$ cat src/rtl/enc_stream.sv
// Streaming SEC-DED encoder with per-word width tag, optional bit-error injection,
// a 2-entry output buffer and a saturating accepted-word counter.
module enc_stream #(
  parameter int DATA_WIDTH = 32,
  parameter int CNT_WIDTH  = 16
) (
  input  logic                          clk,
  input  logic                          rst,
  input  logic                          ena,
  input  logic [1:0]                    codeword_width,
  input  logic [DATA_WIDTH-1:0]         data_in,
  input  logic                          in_valid,
  output logic                          in_ready,
  input  logic [1:0]                    inj_mode,
  input  logic [$clog2(DATA_WIDTH)-1:0] inj_pos,
  output logic                          out_valid,
  input  logic                          out_ready,
  output logic [DATA_WIDTH-1:0]         data_out,
  output logic [1:0]                    out_cw,
  output logic                          out_err,
  output logic [CNT_WIDTH-1:0]          word_cnt
);

  // Mask of data bits whose Hamming position has bit `bit_i` set. Data bit j sits
  // at the (j+1)-th non-power-of-two position counting up from 3.
  function automatic logic [63:0] par_mask(input int kd, input int bit_i);
    logic [63:0] m;
    int          j;
    m = '0;
    j = 0;
    for (int p = 3; p < 128; p++) begin
      if (((p & (p - 1)) != 0) && (j < kd)) begin
        if (((p >> bit_i) & 1) != 0) begin
          m = m | (64'd1 << j);
        end
        j++;
      end
    end
    return m;
  endfunction

  logic [DATA_WIDTH-1:0] cw_enc [4];
  logic [3:0]            width_ok;

  for (genvar gi = 0; gi < 4; gi++) begin : g_width
    localparam int N    = 8 << gi;
    localparam int LOGN = 3 + gi;
    localparam int KD   = N - LOGN - 1;

    if (N <= DATA_WIDTH) begin : g_legal
      logic [LOGN:0]   par;
      logic [N-1:0]    cw_raw;
      logic [N-1:0]    flip;
      logic [LOGN-1:0] pos_a;
      logic [LOGN-1:0] pos_b;

      for (genvar gb = 0; gb < LOGN; gb++) begin : g_par
        localparam logic [63:0] MASK = par_mask(KD, gb);
        assign par[gb] = ^(data_in[KD-1:0] & MASK[KD-1:0]);
      end
      assign par[LOGN] = ^{data_in[KD-1:0], par[LOGN-1:0]};
      assign cw_raw    = {data_in[KD-1:0], par};

      // Injection positions wrap modulo N, so only the low LOGN bits matter.
      assign pos_a = inj_pos[LOGN-1:0];
      assign pos_b = pos_a + 1'b1;

      always_comb begin
        flip = '0;
        if (inj_mode == 2'b01 || inj_mode == 2'b10) begin
          flip[pos_a] = 1'b1;
        end
        if (inj_mode == 2'b10) begin
          flip[pos_b] = 1'b1;
        end
      end

      assign cw_enc[gi]   = DATA_WIDTH'(cw_raw ^ flip);
      assign width_ok[gi] = 1'b1;
    end else begin : g_illegal
      assign cw_enc[gi]   = '0;
      assign width_ok[gi] = 1'b0;
    end
  end

  // Data bits above the widest legal K, and unused inj_pos bits, are ignored.
  logic unused_hi;
  assign unused_hi = ^{data_in, inj_pos};

  logic [DATA_WIDTH-1:0] enc_sel;
  logic                  err_sel;

  assign enc_sel = cw_enc[codeword_width];
  assign err_sel = ~width_ok[codeword_width];

  logic [DATA_WIDTH-1:0] fifo_data_reg [2];
  logic [1:0]            fifo_cw_reg   [2];
  logic                  fifo_err_reg  [2];
  logic                  wr_ptr_reg;
  logic                  rd_ptr_reg;
  logic [1:0]            count_reg;
  logic [CNT_WIDTH-1:0]  word_cnt_reg;
  logic                  push;
  logic                  pop;

  // Ready depends only on stored state and enable, never on out_ready.
  assign in_ready  = rst & ena & (count_reg != 2'd2);
  assign out_valid = (count_reg != 2'd0);
  assign push      = in_valid & in_ready;
  assign pop       = out_valid & out_ready;

  assign data_out = fifo_data_reg[rd_ptr_reg];
  assign out_cw   = fifo_cw_reg[rd_ptr_reg];
  assign out_err  = fifo_err_reg[rd_ptr_reg];
  assign word_cnt = word_cnt_reg;

  always_ff @(posedge clk or negedge rst) begin
    if (!rst) begin
      for (int i = 0; i < 2; i++) begin
        fifo_data_reg[i] <= '0;
        fifo_cw_reg[i]   <= 2'b00;
        fifo_err_reg[i]  <= 1'b0;
      end
      wr_ptr_reg   <= 1'b0;
      rd_ptr_reg   <= 1'b0;
      count_reg    <= 2'd0;
      word_cnt_reg <= '0;
    end else begin
      if (push) begin
        fifo_data_reg[wr_ptr_reg] <= enc_sel;
        fifo_cw_reg[wr_ptr_reg]   <= codeword_width;
        fifo_err_reg[wr_ptr_reg]  <= err_sel;
        wr_ptr_reg                <= ~wr_ptr_reg;
        if (word_cnt_reg != {CNT_WIDTH{1'b1}}) begin
          word_cnt_reg <= word_cnt_reg + 1'b1;
        end
      end
      if (pop) begin
        rd_ptr_reg <= ~rd_ptr_reg;
      end
      case ({push, pop})
        2'b10:   count_reg <= count_reg + 2'd1;
        2'b01:   count_reg <= count_reg - 2'd1;
        default: count_reg <= count_reg;
      endcase
    end
  end

endmodule

$ cat config.mk
export PLATFORM = sky130hd
export DESIGN_NAME = enc_stream
export DESIGN_NICKNAME = d
export VERILOG_FILES = /design/src/rtl/enc_stream.sv
export SDC_FILE = /design/constraint.sdc
export NUM_CORES = 1
export LEC_CHECK = 0
export ABC_AREA = 1
export BUFFER_PORTS_ARGS = -buffer_cell sky130_fd_sc_hd__buf_4
export CAP_MARGIN = 20
export CORE_AREA = 2 2 128 130
export CTS_CLUSTER_DIAMETER = 150
export DETAILED_ROUTE_END_ITERATION = 10
export DIE_AREA = 0 0 130 132
export PLACE_DENSITY_LB_ADDON = 0.2
export SLEW_MARGIN = 15
export SYNTH_ARGS = -nofsm -noshare
export SYNTH_HDL_FRONTEND = slang
export SYNTH_SLANG_ARGS = --single-unit
$ cat constraint.sdc
create_clock -name clk -period 2.4 [get_ports clk]
set_input_delay 0.48 -clock clk [delete_from_list [all_inputs] [get_ports clk]]
set_output_delay 0.48 -clock clk [all_outputs]
set_load 0.01 [all_outputs]
==> results.toml, run 1 <==
[outcome]
status = "finished, final reports clean"

[grt]
grt_pass1_vias = 6426
grt_max_degree = 61
grt_use_total = 0.2350
antenna_found_initial = 0
overflow = 0
grt_pass1_wl_mm = 32.05

[power]
ir_drop_uv = 467.0
power_per_cell_area_nw_per_um2 = 799.5
leakage_nw = 4.296
power_mw = 6.703

[logic_synthesis]
synth-seq-cells = 90
syn_nets = 1120
yosys-top-cells-count = "nand2_1 (393), o21ai_0 (136), inv_1 (92), dfrtp_1 (90), nor2_1 (57)"
yosys_most_used_dff = "dfrtp_1"
netlist_area_sq_um = 6938
syn_inst = 1064
synth_most_common_cell = "nand2_1"
yosysWarnings = 0
netlist_top_cells_area = "dfrtp_1 (32%), nand2_1 (21%), o21ai_0 (9.8%), inv_1 (5.0%), xor2_1 (4.2%)"
synth_cell_types = 35
synth_edf_count = 0
ys_seq_area_frac = 0.3246
synth_top_cell_area_share = 0.3246
ys_async_sr_fraction = 1.000
yosysTopAreaCell = "dfrtp_1"
syn_avg_cell_area_sq_um = 6.521

[clock_tree]
root_buffer = "clkbuf_16"
cts_buffers = 9
path_clk_slew_ps = 60
clock_sinks = 90
holdBufCountCts = 0
cts_setup_buffers = 0
worstSkewPairLatency_ps = 350
cts_tree = "yes"
cts_buffer_depth = 2
htree_levels = 3

[routing]
drc = 0
wl_mm = 19.50
ant_nets = 0
drt_iter0_drc = 514
wl_met1_mm = 9.331
met3_length_um = 885
vias = 6913
maxUsedRoutingLayer = "met4"
dr.pass1.iters = 6
routed-wl-met2_mm = 8.850
viasPerCell = 4.966
wl_per_cell_um = 14.01

[sta]
holdWs_ps = 213.6
slew_headroom = 0.4821
worst_pin_slew_ps = 776.8
fmax_mhz = 464.6
period_needed_ps = 2152
fin_crit_sh = 0.8968
rsz0062_at_grt = "false"
hold_viol_final = 0
finalSetupViolations = 0
finalSetupTns_ps = 0
fin_skew_ps = 8.658
finalMaxSlewViolations = 0

[worst_setup_path]
crit_slowest_cell = "xor2_2"
rrSetupSlack_ps = 430
cpPeakStageDelay_ps = 360
worst_ep_required_time_ps = 2650
crit_path_max_fanout = 8
startpoint_type = "input pin"
path_common_cell = "buf_4"
cp_cell_sequence = "buf_4, ha_1, nand3_1, xor2_2, buf_4, buf_4, nor2_1, inv_1, o22ai_1, a21oi_1, o21ai_0, o21ai_0"
ff2ff_path_depth = 9
path_class = "input pin to register"
r2r_start = "word_cnt[0]"
worst_r2r_endpoint = "word_cnt[14]"
crit_path_end_kind = "register"
crit_arrival_ps = 2400

[placed_design]
place_area_sq_um = 8058
gp_congestion = 0.9013
portBuffers = 92
dp_hpwl_mm = 14.96

[floorplan]
die_w_um = 130
dieArea_sq_um = 17160
fp.coreArea_sq_um = 15710
initial_core_util = 0.4416
fp.dieH_um = 132
rows = 46
ioPinCount = 99

[worst_hold_path]
min_path_type = "input pin to async pin"

[cells_and_area]
layout-drive-gt1-share = 0.1709
final-seq-area_sq_um = 2252
utilization = 0.5336
largest_reg_flops = 64
fin_area_sq_um = 8384
nets = 1227
area_delta_synth_final_pct = 20.85
fillers = 1595
multi_input_area_sq_um = 4071
diodes = 0

[run]
maxCapViolCount = 0
per-stage QoR:
stage	setup WS (ps)	std cells
global placement	-78.44	1376
detailed placement	-98.04	1376
CTS	253.2	1392
floorplan	357.7	1064
global route	29.34	1392
finish	247.6	1392
worst max path at each step:
stage | to | from | cells past startpoint
6_report | fifo_data_reg[19] | inj_pos[0] | 12
5_1_grt | fifo_data_reg[41] | inj_pos[0] | 14
4_1_cts | fifo_data_reg[33] | inj_pos[0] | 15
3_5_place_dp | fifo_data_reg[33] | inj_pos[0] | 15
3_3_place_gp | fifo_data_reg[33] | inj_pos[0] | 15
2_1_floorplan | fifo_data_reg[4] | inj_mode[0] | 15
where the power goes:
group	internal [mW]	switching [mW]	total [mW]
Clock	0.919	0.612	1.53
Combinational	1.19	1.64	2.84
Sequential	2.05	0.289	2.33
critical path, delay by kind of cell:
kind / cells / cell delay (ps)
buffers and inverters: 4 / 520
adder cells (fa/ha/maj): 1 / 240
AO/OA/AOI/OAI: 4 / 580
XOR/XNOR: 1 / 360
AND/OR/NAND/NOR: 2 / 220
final cells by class:
type                       count  share of cell area
inverter                     102             0.04566
sequential                    90              0.2686
tap                          216             0.03223
multi-input combinational    827              0.4856
clock buffer                   9             0.02686
clock inverter                 7             0.01179
timing repair buffer         141              0.1292
cell usage in the layout, fill, tap and decap left out, types with 9 or more instances in the layout:
cell / instances
xnor2_1: 31
nor2_1: 56
inv_1: 92
o21ai_0: 133
nand2_1: 393
nand3_1: 52
ha_1: 10
xor2_1: 33
dfrtp_1: 90
nand2_2: 17
a21oi_1: 30
o22ai_1: 34
buf_4: 139
clkbuf_16: 9
layer usage:
layer | track usage | vias to the layer above
li1 | - | 3588
met1 | 0.3318 | 3086
met2 | 0.3752 | 210
met3 | 0.03531 | 29
met4 | 0.06272 | 0
met5 | 0 | -
cells by family (layout without fill, tap and decap cells):
kind of cell	Yosys count	count (layout)	synth area share
compound gates	208	208	0.1580
xor+xnor	69	69	0.09252
fa+ha+maj	10	10	0.01803
buf+inv	147	259	0.08891
flops	90	90	0.3246
simple gates	540	540	0.3179
timing repair:
action | 4_1_cts | 5_1_grt
endpoints found under the hold margin | 0 | 0
resized for setup | 0 | 4
endpoints found under the setup margin | 0 | 5
Power figures use the tool's default switching activity.
==> inputs of run 2 (changes only) <==
CTS_CLUSTER_DIAMETER = 100   (was 150)
GPL_TIMING_DRIVEN = 0   (was not set)
==> run 2 against run 1 <==
Against the previous run: sequential power barely moved; setup slack got worse by 71 ps; flip-flop and latch count stayed put.
==> results.toml, run 2 (same netlist as run 1, synthesis figures left out) <==
[outcome]
status = "finished, final reports clean"

[placed_design]
dp_hpwl_mm = 16.07
portBuffers = 77
gp_congestion = 0.9628
place_area_sq_um = 7814
pre_cts_ws_ps = -811.8
place_inst = 1358

[sta]
fmax_mhz = 449.8
finalWorstSetupSlack_ps = 176.6
period_needed_ps = 2223
fin_crit_sh = 0.9264
hold_viol_final = 0
finalSetupViolations = 0
fin_skew_ps = 7.182
finalMaxSlewViolations = 0
worst_pin_slew_ps = 655.5
slew_headroom = 0.5630
rsz0062_at_grt = "false"

[run]
maxCapViolCount = 0

[clock_tree]
htree_levels = 3
path_clk_slew_ps = 60
clock_sinks = 90
holdBufCountCts = 0
cts_tree = "yes"
worstSkewPairLatency_ps = 350
cts_buffer_depth = 2
root_buffer = "clkbuf_16"
cts_buffers = 9
cts_setup_buffers = 0

[cells_and_area]
layout-drive-gt1-share = 0.1485
fillers = 1644
multi_input_area_sq_um = 4101
fin_area_sq_um = 8184
final_common_cell = "nand2_1"
diodes = 0
largest_reg_flops = 64
final-seq-area_sq_um = 2252
final_cells = 1374
nets = 1209
area_delta_synth_final_pct = 17.96
final_cell_mix = "nand2_1 (393), o21ai_0 (132), inv_1 (92)"

[routing]
viasPerCell = 5.095
wl_mm = 20.64
ant_nets = 0
drc = 0
wl_per_cell_um = 15.02
drt_iter0_drc = 508
vias = 7000
dr.pass1.iters = 5

[grt]
grt_pass1_wl_mm = 32.73
grt_max_degree = 61
antenna_found_initial = 0
grt_pass1_vias = 6354
overflow = 0
grt_use_total = 0.2427

[power]
ir_drop_uv = 407.6
leakage_nw = 4.147
power_per_cell_area_nw_per_um2 = 815.7

[worst_setup_path]
worst_ep_required_time_ps = 2610
r2r_start = "word_cnt[0]"
crit_path_end_kind = "register"
path_class = "input pin to register"
ff2ff_path_depth = 10
crit_start = "inj_pos[0]"
worst_r2r_endpoint = "word_cnt[15]"
crit_path_max_fanout = 10
crit_arrival_ps = 2430
rrSetupSlack_ps = 440
critPathCapture = "fifo_data_reg[18]"
startpoint_type = "input pin"

[floorplan]
die_w_um = 130
fp.coreArea_sq_um = 15710
fp.dieH_um = 132
ioPinCount = 99
dieArea_sq_um = 17160
rows = 46
initial_core_util = 0.4416

[worst_hold_path]
min_path_type = "input pin to async pin"
run 2: changes by cell type in the layout (fill, tap and decap cells not counted), sizes merged:
| cell | change |
|---|---|
| buf | -42 |
| bufinv | -1 |
| clkbuf | +24 |
| clkinv | +2 |
| clkinvlp | -1 |
run 2: cell type report:
| class | count | area share |
|---|---|---|
| well taps | 216 | 0.03302 |
| repair buffers | 79 | 0.07751 |
| multi-input cells | 827 | 0.5011 |
| plain buffers | 44 | 0.02935 |
| flip-flops and latches | 90 | 0.2752 |
| clock buffers | 9 | 0.02752 |
| inverters | 102 | 0.04709 |
| clock inverters | 7 | 0.009173 |
run 2: repair_timing:
action,in CTS,in global routing
gates cloned,0,1
gates resized for setup,8,16
endpoints found under the setup margin,76,80
run 2: critical path: stages:
cell and delay (ps):
buf_4 140, ha_1 250, nand3_1 170, xor2_2 310, buf_2 280, nor2_1 70
inv_1 100, o22ai_1 90, o21ai_0 410, o21ai_0 130
run 2: how the worst min path moves through the flow:
stage               slack, ps              from           endpoint  cells after the start
finish                     10               rst  fifo_data_reg[45]                      1
detailed placement        450               rst  fifo_data_reg[10]                      1
CTS                        20               rst  fifo_data_reg[45]                      1
floorplan                 180               rst       count_reg[0]                      0
global route               40               rst  fifo_data_reg[10]                      1
global placement          460  fifo_data_reg[5]   fifo_data_reg[5]                      2
run 2: per-layer routing:
metal,vias to the layer above,part of all wire,GRT usage
met5,-,0,0
met4,0,0.020,0.07049
met3,35,0.055,0.03287
met2,204,0.46,0.3906
met1,3203,0.46,0.3398
li1,3558,-,-
run 2: metrics by stage:
stage               TNS [ps]    util  total power, mW  hold WS [ps]
floorplan                  0       -            4.081         184.4
global placement      -66290  0.4955            5.167         463.0
detailed placement    -46720  0.4973            5.234         446.4
CTS                        0  0.5177            6.689         15.21
global route               0  0.5209            7.159         37.77
finish                     0  0.5209            6.676         13.29
run 2: where the power goes:
| part | switching [mW] | internal, mW | leakage, nW |
|---|---|---|---|
| clock network | 0.629 | 0.815 | 0.150 |
| logic | 1.70 | 1.17 | 2.81 |
| registers | 0.313 | 2.05 | 1.19 |
| total | 2.65 | 4.03 | 4.15 |
